==> config.mk <==
export PLATFORM = sky130hd
export DESIGN_NAME = sram_axi_bridge
export DESIGN_NICKNAME = d
export VERILOG_FILES = /design/src/rtl/axi_pkg.sv /design/src/rtl/sram_strb_gen.sv /design/src/rtl/sram_axi_bridge.sv
export SDC_FILE = /design/constraint.sdc
export NUM_CORES = 1
export LEC_CHECK = 0
export ABC_AREA = 1
export CAP_MARGIN = 15
export CORE_UTILIZATION = 34
export CTS_BUF_LIST = sky130_fd_sc_hd__clkbuf_16
export DETAILED_ROUTE_END_ITERATION = 6
export GPL_TIMING_DRIVEN = 0
export PLACE_DENSITY = 0.79
export SYNTH_ARGS = -nofsm -noshare
export SYNTH_HDL_FRONTEND = slang
export SYNTH_SLANG_ARGS = --single-unit
export TNS_END_PERCENT = 20
==> constraint.sdc <==
create_clock -name clk -period 1.3 [get_ports clk]
set_input_delay 0.195 -clock clk [delete_from_list [all_inputs] [get_ports clk]]
set_output_delay 0.195 -clock clk [all_outputs]
set_load 0.02 [all_outputs]
==> src/rtl/axi_pkg.sv <==
// rtl/axi_pkg.sv - shared AXI/SRAM constants, bridge state encoding and byte-strobe helper
package axi_pkg;

    typedef enum logic [2:0] {
        ST_IDLE,
        ST_RD_AR,
        ST_RD_R,
        ST_WR_AW_W,
        ST_WR_B,
        ST_RESP
    } bridge_state_e;

    localparam logic [1:0] AXI_BURST_INCR = 2'b01;
    localparam logic [1:0] AXI_RESP_OKAY  = 2'b00;

    localparam logic [1:0] SRAM_SIZE_BYTE = 2'd0;
    localparam logic [1:0] SRAM_SIZE_HALF = 2'd1;
    localparam logic [1:0] SRAM_SIZE_WORD = 2'd2;

    // Size code 3 falls through to the full-word strobe.
    function automatic logic [3:0] sram_wstrb(input logic [1:0] size, input logic [1:0] addr_lo);
        case (size)
            SRAM_SIZE_BYTE: return 4'b0001 << addr_lo;
            SRAM_SIZE_HALF: return addr_lo[1] ? 4'b1100 : 4'b0011;
            default:        return 4'b1111;
        endcase
    endfunction

endpackage

==> src/rtl/sram_strb_gen.sv <==
// rtl/sram_strb_gen.sv - byte-lane write strobe from SRAM size code and address low bits
module sram_strb_gen
    import axi_pkg::*;
(
    input  logic [1:0] size,
    input  logic [1:0] addr_lo,
    output logic [3:0] wstrb
);

    assign wstrb = sram_wstrb(size, addr_lo);

endmodule

==> src/rtl/sram_axi_bridge.sv <==
// rtl/sram_axi_bridge.sv - SRAM-like request port to single-beat AXI4 master, one request at a time
// Optional: SRAM_AXI_BRIDGE_RESP_ERR_EN reports non-OKAY rresp/bresp on data_err.
module sram_axi_bridge
    import axi_pkg::*;
#(
    parameter logic [3:0] AXI_ID = 4'd0
) (
    input  logic        clk,
    input  logic        resetn,
    input  logic        req,
    input  logic        wr,
    input  logic [1:0]  size,
    input  logic [31:0] addr,
    input  logic [31:0] wdata,
    output logic        addr_ok,
    output logic        data_ok,
    output logic [31:0] rdata,
    output logic        data_err,
    output logic [3:0]  arid,
    output logic [31:0] araddr,
    output logic [7:0]  arlen,
    output logic [2:0]  arsize,
    output logic [1:0]  arburst,
    output logic        arlock,
    output logic [3:0]  arcache,
    output logic [2:0]  arprot,
    output logic        arvalid,
    input  logic        arready,
    input  logic [31:0] rdata_axi,
    input  logic [1:0]  rresp,
    input  logic        rvalid,
    output logic        rready,
    output logic [3:0]  awid,
    output logic [31:0] awaddr,
    output logic [7:0]  awlen,
    output logic [2:0]  awsize,
    output logic [1:0]  awburst,
    output logic        awlock,
    output logic [3:0]  awcache,
    output logic [2:0]  awprot,
    output logic        awvalid,
    input  logic        awready,
    output logic [31:0] wdata_axi,
    output logic [3:0]  wstrb,
    output logic        wlast,
    output logic        wvalid,
    input  logic        wready,
    input  logic [1:0]  bresp,
    input  logic        bvalid,
    output logic        bready
);

    bridge_state_e state;
    logic [1:0]    size_q;
    logic [31:0]   addr_q;
    logic [31:0]   wdata_q;
    logic          aw_done;
    logic          w_done;
    logic [1:0]    size_n;
    logic          aw_fire;
    logic          w_fire;

    assign addr_ok = req && (state == ST_IDLE || state == ST_RESP);
    assign size_n  = (size == 2'd3) ? SRAM_SIZE_WORD : size;
    assign aw_fire = awvalid && awready;
    assign w_fire  = wvalid && wready;

    assign arid    = AXI_ID;
    assign araddr  = addr_q;
    assign arlen   = 8'd0;
    assign arsize  = {1'b0, size_q};
    assign arburst = AXI_BURST_INCR;
    assign arlock  = 1'b0;
    assign arcache = 4'd0;
    assign arprot  = 3'd0;

    assign awid    = AXI_ID;
    assign awaddr  = addr_q;
    assign awlen   = 8'd0;
    assign awsize  = {1'b0, size_q};
    assign awburst = AXI_BURST_INCR;
    assign awlock  = 1'b0;
    assign awcache = 4'd0;
    assign awprot  = 3'd0;

    assign wdata_axi = wdata_q;
    assign wlast     = 1'b1;

    sram_strb_gen u_strb (
        .size    (size_q),
        .addr_lo (addr_q[1:0]),
        .wstrb   (wstrb)
    );

    always_ff @(posedge clk or negedge resetn) begin
        if (!resetn) begin
            state   <= ST_IDLE;
            size_q  <= 2'd0;
            addr_q  <= 32'd0;
            wdata_q <= 32'd0;
            aw_done <= 1'b0;
            w_done  <= 1'b0;
            arvalid <= 1'b0;
            rready  <= 1'b0;
            awvalid <= 1'b0;
            wvalid  <= 1'b0;
            bready  <= 1'b0;
            data_ok <= 1'b0;
            rdata   <= 32'd0;
        end else begin
            case (state)
                // RESP doubles as an accept slot so back-to-back requests see no bubble.
                ST_IDLE, ST_RESP: begin
                    data_ok <= 1'b0;
                    if (req) begin
                        size_q  <= size_n;
                        addr_q  <= addr;
                        wdata_q <= wdata;
                        if (wr) begin
                            state   <= ST_WR_AW_W;
                            awvalid <= 1'b1;
                            wvalid  <= 1'b1;
                        end else begin
                            state   <= ST_RD_AR;
                            arvalid <= 1'b1;
                        end
                    end else begin
                        state <= ST_IDLE;
                    end
                end
                ST_RD_AR: begin
                    if (arready) begin
                        arvalid <= 1'b0;
                        rready  <= 1'b1;
                        state   <= ST_RD_R;
                    end
                end
                ST_RD_R: begin
                    if (rvalid) begin
                        rready  <= 1'b0;
                        rdata   <= rdata_axi;
                        data_ok <= 1'b1;
                        state   <= ST_RESP;
                    end
                end
                ST_WR_AW_W: begin
                    if (aw_fire) begin
                        awvalid <= 1'b0;
                        aw_done <= 1'b1;
                    end
                    if (w_fire) begin
                        wvalid <= 1'b0;
                        w_done <= 1'b1;
                    end
                    // Flags clear here so the next write starts clean.
                    if ((aw_done || aw_fire) && (w_done || w_fire)) begin
                        aw_done <= 1'b0;
                        w_done  <= 1'b0;
                        bready  <= 1'b1;
                        state   <= ST_WR_B;
                    end
                end
                ST_WR_B: begin
                    if (bvalid) begin
                        bready  <= 1'b0;
                        data_ok <= 1'b1;
                        state   <= ST_RESP;
                    end
                end
                default: state <= ST_IDLE;
            endcase
        end
    end

`ifdef SRAM_AXI_BRIDGE_RESP_ERR_EN
    logic [1:0] resp_q;

    always_ff @(posedge clk or negedge resetn) begin
        if (!resetn) begin
            resp_q <= AXI_RESP_OKAY;
        end else if (state == ST_RD_R && rvalid) begin
            resp_q <= rresp;
        end else if (state == ST_WR_B && bvalid) begin
            resp_q <= bresp;
        end
    end

    assign data_err = data_ok && (resp_q != AXI_RESP_OKAY);
`else
    logic unused_resp;
    assign unused_resp = ^{rresp, bresp};
    assign data_err    = 1'b0;
`endif

endmodule

==> qor.txt, run 1 <==
DRT antenna net count -> 0
# port buffers -> 249
Diode count -> 0
Final setup viols -> 111
Final TNS setup -> -13.46 ns
Iter 0 DRT Violations -> 129
Clock sinks -> 109
Clock Latency Late Sink -> 0.34 ns
Fin cells -> 1127
Clock root buffer master -> clkbuf_16
Fmax -> 649 MHz
Leak Pwr -> 4.90 nW
DP Cell Count -> 1065
Cells after Synth -> 589
Number of primary I/O pins -> 302
Pin count of the biggest net entering global routing -> 63
Starting Density -> 35.3%
Post-synthesis register bit count -> 109
Seq/Total Area, Yosys -> 54.8%
Synth warn -> 0
Area grow syn2layout -> 81.1%
CORE AREA -> 0.0141 mm^2
Total GRT Usage -> 20.6%
Max Cap Viol -> 0
H-Tree Depth -> 3
Peak supply drop -> 0.00104 V
First-pass GRT wire length -> 23.5 mm
Area leader, netlist -> dfrtp_1
CTS tree -> done
Period utilisation layout -> 119%
Gpl congestion -> 0.747
Wire length per cell -> 13.9 um
Power density over the cells -> 2450 mW/mm^2
Final setup margin -> -0.242 ns
M1 GR Usage -> 25.0%
Initial antenna violation count -> 0
Crit path max fanout -> 5
DRC errors left -> 0
Total die area -> 0.0151 mm^2
Die Y -> 123 um
Crit Path Category -> register to output pin
Number of iterations in the first detailed-routing pass -> 4
Final Skew -> 0.00582 ns
Share of layout cells above drive strength 1 -> 30.1%
Vias in the first global route -> 4548
Syn Area/Cell -> 8.45 um^2
Width of the chip -> 123 um
Synth Cell Area -> 0.00498 mm^2
Dominant cells by area after synthesis -> dfrtp_1 55%, nand2_1 19%, buf_4 13%
DP Wirelength -> 10.9 mm
Routed WL -> 15.7 mm
Clock Path Buffers -> 2
Critical path required time -> 1.11 ns
Worst Path Arrival -> 1.35 ns
Cts bufs inserted -> 9
Status -> finished, violations left
Synth top area share -> 54.8%
GR peak layer -> met2
Cell Rows -> 43
Worst Setup End Kind -> output pin
Reg clk slew, reported paths -> 0.07 ns
Met3 usage -> 5.07%
Post-route cell area -> 0.00902 mm^2
Min-delay worst type -> primary input to asynchronous set/reset pin
Vias per inst -> 4.24
Overflow after GRT -> 0
Final min period -> 1.54 ns
RSZ-0062 raised after global routing -> yes
Placed Instance Area -> 0.00790 mm^2
Violations in the final reports -> setup timing
Routing usage on met2 -> 35.0%
Final max-slew violation count -> 0
Synth unique cells -> 19
Post-layout nets -> 1053
Hold Vio Cnt, Final -> 0
Setup crit start kind -> register
Via count -> 4781
-- cells by family after synthesis --
logic type             share of synthesized area (%)
AO/OA/AOI/OAI                                   5.18
buffers and inverters                           18.7
flip-flops                                      54.8
other                                          0.151
AND/OR/NAND/NOR                                 21.2
-- metal layers --
metal,share of wire [%],vias up,wire length [um]
li1,-,2366,-
met2,50,184,7930
met3,7.2,21,1140
met1,40,2210,6330
met4,2.0,0,322
met5,0,-,0
-- final timing paths --
kind / slack, ns / end / startpoint / cells past startpoint
setup / recovery: -0.24 / addr_ok / state[1] / 5
hold / removal: 0.35 / rdata[29] / resetn / 2
hold reg to reg: 0.47 / wdata_axi[0] / wdata_axi[0] / 2
setup reg to reg: -0.20 / wdata_axi[14] / state[1] / 9
min in group clk: 0.38 / wdata_axi[4] / wdata[4] / 3
max in group asynchronous: 0.29 / wdata_axi[24] / resetn / 3
-- power by group --
part	switching [mW]	internal, mW
logic	6.85	6.29
registers	1.13	5.00
clock network	1.19	1.66
total	9.17	13.0
-- sequential cells by signal (all words and copies together), names as in the netlist --
register,flops
araddr,32
arvalid,1
aw_done,1
awvalid,1
bready,1
data_ok,1
rdata,32
rready,1
size_q,2
state,3
w_done,1
wdata_axi,32
wvalid,1
-- synth_stat cells --
cell type and n:
nand2_1 256, dfrtp_1 109, buf_4 85, inv_1 45
o21ai_0 43, nor2_1 10, buf_2 8, clkbuf_1 6
o21ai_1 5, buf_6 4, inv_2 4, nand3_1 4
a21oi_1 2, conb_1 2, nand3b_1 2, nand2_2 1
nand4_1 1, nor2_4 1, o21bai_1 1
-- critical path: stages, from the launching register on --
cell and delay, ns:
dfrtp_1 0.42, inv_2 0.12, nand2_2 0.08, nor2_4 0.16, buf_6 0.13, buf_6 0.11
-- stage by stage --
stage	utilization [%]	total power [mW]	worst slack [ns]	hold slack [ns]
6_report	64.0	22.1	-0.242	0.350
5_1_grt	64.0	23.6	-0.312	0.375
4_1_cts	62.1	21.3	-0.234	0.355
3_5_place_dp	56.0	17.6	-0.842	0.160
3_3_place_gp	55.8	17.3	-4.36	0.453
2_1_floorplan	-	12.0	0.0253	-0.101
-- layout make-up --
class | count | area [um^2]
multi-input combinational | 374 | 1700
clock buffer | 9 | 225
clock inverter | 7 | 80.1
timing repair buffer | 300 | 2950
fill | 1184 | 5080
inverter | 49 | 191
buffer | 99 | 905
sequential | 109 | 2730
tap | 180 | 225
-- what timing repair did --
action / CTS / global route
pin swaps: 7 / 15
setup buffers: 40 / 2
hold buffers: 1 / 0
gates resized for setup: 428 / 127
setup endpoints to repair: 251 / 160
gates cloned: 4 / 3
endpoints found under the hold margin: 47 / 0
-- layout by cell type, fill, tap and decap left out, types with 24 or more instances in the layout --
cell	count
buf_4	88
buf_6	66
clkdlybuf4s15_1	25
clkdlybuf4s50_1	105
conb_1	48
dfrtp_1	105
dlygate4sd2_1	65
inv_1	42
nand2_1	203
nand2_2	43
o21ai_0	24
Note: power is estimated with default switching activity, not from simulation.
==> run 2, diff against run 1 <==
- CORE_UTILIZATION: 34 -> 35
- DONT_BUFFER_PORTS: unset -> 1
- PLACE_DENSITY: 0.79 -> 0.53
==> qor.txt, run 2 (same netlist as run 1, synthesis figures left out) <==
Reg clk slew, reported paths -> 0.07 ns (about the same)
Crit path depth -> 10 (was 5)
Overflow after GRT -> 0 (unchanged)
Sw frac -> 46.3% (was 41.5%)
Max incr delay on CP -> 0.41 ns (was 0.42 ns)
Crit path launch -> state[2] (was state[1])
RSZ-0062 raised after global routing -> yes (unchanged)
Clock root buffer master -> clkbuf_16 (unchanged)
R2r startpoint -> state[2] (was state[1])
Power density over the cells -> 2480 mW/mm^2 (was 2450 mW/mm^2)
Setup crit start kind -> register (unchanged)
Crit-path slowest cell -> dfrtp_1 (unchanged)
Internal power -> 9.72 mW (was 13.0 mW)
Final setup margin -> -0.223 ns (was -0.242 ns)
Status -> finished, violations left (unchanged)
CP top delay family -> buffers and inverters (was flip-flops)
Iter 0 DRT Violations -> 168 (was 129)
DP Wirelength -> 8.83 mm (was 10.9 mm)
Total die area -> 0.0147 mm^2 (was 0.0151 mm^2)
Starting Density -> 35.9% (was 35.3%)
CP Cell Sequence -> inv_2 > nand2_4 > nand2_2 > nor2_4 > buf_12 > inv_8 > buf_12 > clkbuf_16 > nand2_1 > nand2_1 (was inv_2 > nand2_2 > nor2_4 > buf_6 > buf_6)
DRC errors left -> 0 (unchanged)
Die Y -> 121 um (was 123 um)
Clock power frac -> 14.8% (was 12.9%)
Vias per inst -> 4.38 (was 4.24)
Clock Latency Late Sink -> 0.35 ns (was 0.34 ns)
Hold_buf cts -> 97 (was 1)
Vias in the first global route -> 4087 (was 4548)
Sequential power share -> 46.3% (was 27.7%)
Hold Vio Cnt, Final -> 109 (was 0)
Min Hold Slack -> -0.469 ns (was 0.350 ns)
CP endpoint -> wdata_axi[25] (was addr_ok)
Wire length per cell -> 14.5 um (was 13.9 um)
Crit Path Category -> register to register (was register to output pin)
Final max-slew violation count -> 0 (unchanged)
Post-layout nets -> 879 (was 1053)
Critical path required time -> 1.54 ns (was 1.11 ns)
Peak supply drop -> 0.000901 V (was 0.00104 V)
Fmax -> 657 MHz (was 649 MHz)
Area grow syn2layout -> 46.6% (was 81.1%)
Pre-CTS WS -> -0.334 ns (was -0.842 ns)
Leak Pwr -> 3.90 nW (was 4.90 nW)
# port buffers -> 0 (was 249)
Pin count of the biggest net entering global routing -> 110 (was 63)
Worst Setup End Kind -> register (was output pin)
Via count -> 4178 (was 4781)
Initial antenna violation count -> 0 (unchanged)
Cell Rows -> 43 (unchanged)
CORE AREA -> 0.0139 mm^2 (was 0.0141 mm^2)
RR Endpoint -> wdata_axi[25] (was wdata_axi[14])
Final Skew -> 0.00435 ns (was 0.00582 ns)
DRT antenna net count -> 0 (unchanged)
Final setup viols -> 109 (was 111)
Worst path bufs/invs -> 5 (was 3)
Period utilisation layout -> 117% (was 119%)
H-Tree Depth -> 3 (unchanged)
Worst Path Arrival -> 1.77 ns (was 1.35 ns)
Number of primary I/O pins -> 302 (unchanged)
Clock Path Buffers -> 2 (unchanged)
Share of layout cells above drive strength 1 -> 26.5% (was 30.1%)
Total GRT Usage -> 18.0% (was 20.6%)
Clock sinks -> 109 (unchanged)
Cts bufs inserted -> 9 (unchanged)
Number of iterations in the first detailed-routing pass -> 4 (unchanged)
Routed WL -> 13.9 mm (was 15.7 mm)
Reg2Reg Depth -> 10 (was 9)
Diode count -> 0 (unchanged)
Combinational share of power -> 38.9% (was 59.4%)
Worst R2R Setup Slack -> -0.22 ns (was -0.20 ns)
Most common cell after layout, fill and taps aside -> nand2_1 (unchanged)
Min-delay worst type -> primary input to asynchronous set/reset pin (unchanged)
Gpl congestion -> 0.810 (was 0.747)
CTS tree -> done (unchanged)
First-pass GRT wire length -> 20.2 mm (was 23.5 mm)
Max Cap Viol -> 0 (unchanged)
Core Util, Final -> 52.6% (was 64.0%)
Crit path max fanout -> 8 (was 5)
Violations in the final reports -> hold timing, setup timing (was setup timing)
Most frequent cells in the layout -> 217 x nand2_1, 103 x dfrtp_1, 102 x buf_4, 97 x dlygate4sd3_1, 48 x conb_1 (was 203 x nand2_1, 105 x dfrtp_1, 105 x clkdlybuf4s50_1, 88 x buf_4, 66 x buf_6)
Net Sw Power -> 8.37 mW (was 9.17 mW)
Width of the chip -> 121 um (was 123 um)
Final min period -> 1.52 ns (was 1.54 ns)
run 2: changes by cell type in the layout (fill, tap and decap cells not counted), sizes merged, moves of 7 or more:
cell / before / now
clkdlybuf4s50: 105 / 0
dlygate4sd3: 1 / 97
clkdlybuf4s15: 26 / 0
dlygate4sd2: 65 / 0
clkbuf: 27 / 20
buf: 183 / 116
run 2: worst min path at each step:
stage                 to  slack [ns]  depth (start not counted)
2_1_floorplan  araddr[0]       -0.10                          0
3_3_place_gp    rdata[2]        -0.1                          0
3_5_place_dp    rdata[2]        -0.1                          0
4_1_cts        rdata[28]       -0.49                          0
5_1_grt        rdata[28]       -0.49                          0
6_report        rdata[1]       -0.47                          0
run 2: area by class of cell:
type / instances / area [um^2]
Tap cell: 180 / 225
Multi-Input combinational cell: 374 / 1710
Clock inverter: 7 / 57.6
Timing Repair Buffer: 122 / 1290
Buffer: 103 / 866
Fill cell: 1236 / 6580
Clock buffer: 9 / 225
Inverter: 49 / 194
Sequential cell: 109 / 2740
run 2: metal layers:
metal	routed length, um	GRT usage (%)
met2	7190	32.1
met5	0	0
met3	1160	5.73
met4	298	8.64
met1	5210	19.1
run 2: metrics by stage:
step,TNS (ns),instances,cell area [um^2],power (mW)
after global routing,-23.89,953,7300,19.3
after floorplan,0,635,5150,12.0
after global placement,-19.44,815,5380,13.1
after detailed placement,-21.49,815,5380,13.2
after CTS,-13.55,944,6970,17.2
final,-13.84,953,7300,18.1
run 2: power groups by stage:
stage                     combinational (mW)  clock, mW  sequential, mW
after floorplan                         4.21          0            7.78
after global placement                  4.85          0            8.24
after detailed placement                4.98          0            8.25
after CTS                               6.14       2.78            8.26
after global routing                    7.78       2.91            8.57
final                                   7.03       2.68            8.38
run 2: timing repair:
item,CTS,global route
endpoints found under the setup margin,114,118
pin swaps,5,12
gates resized for setup,69,67
setup buffers,15,4
gates cloned,1,5
hold endpoints to repair,206,109
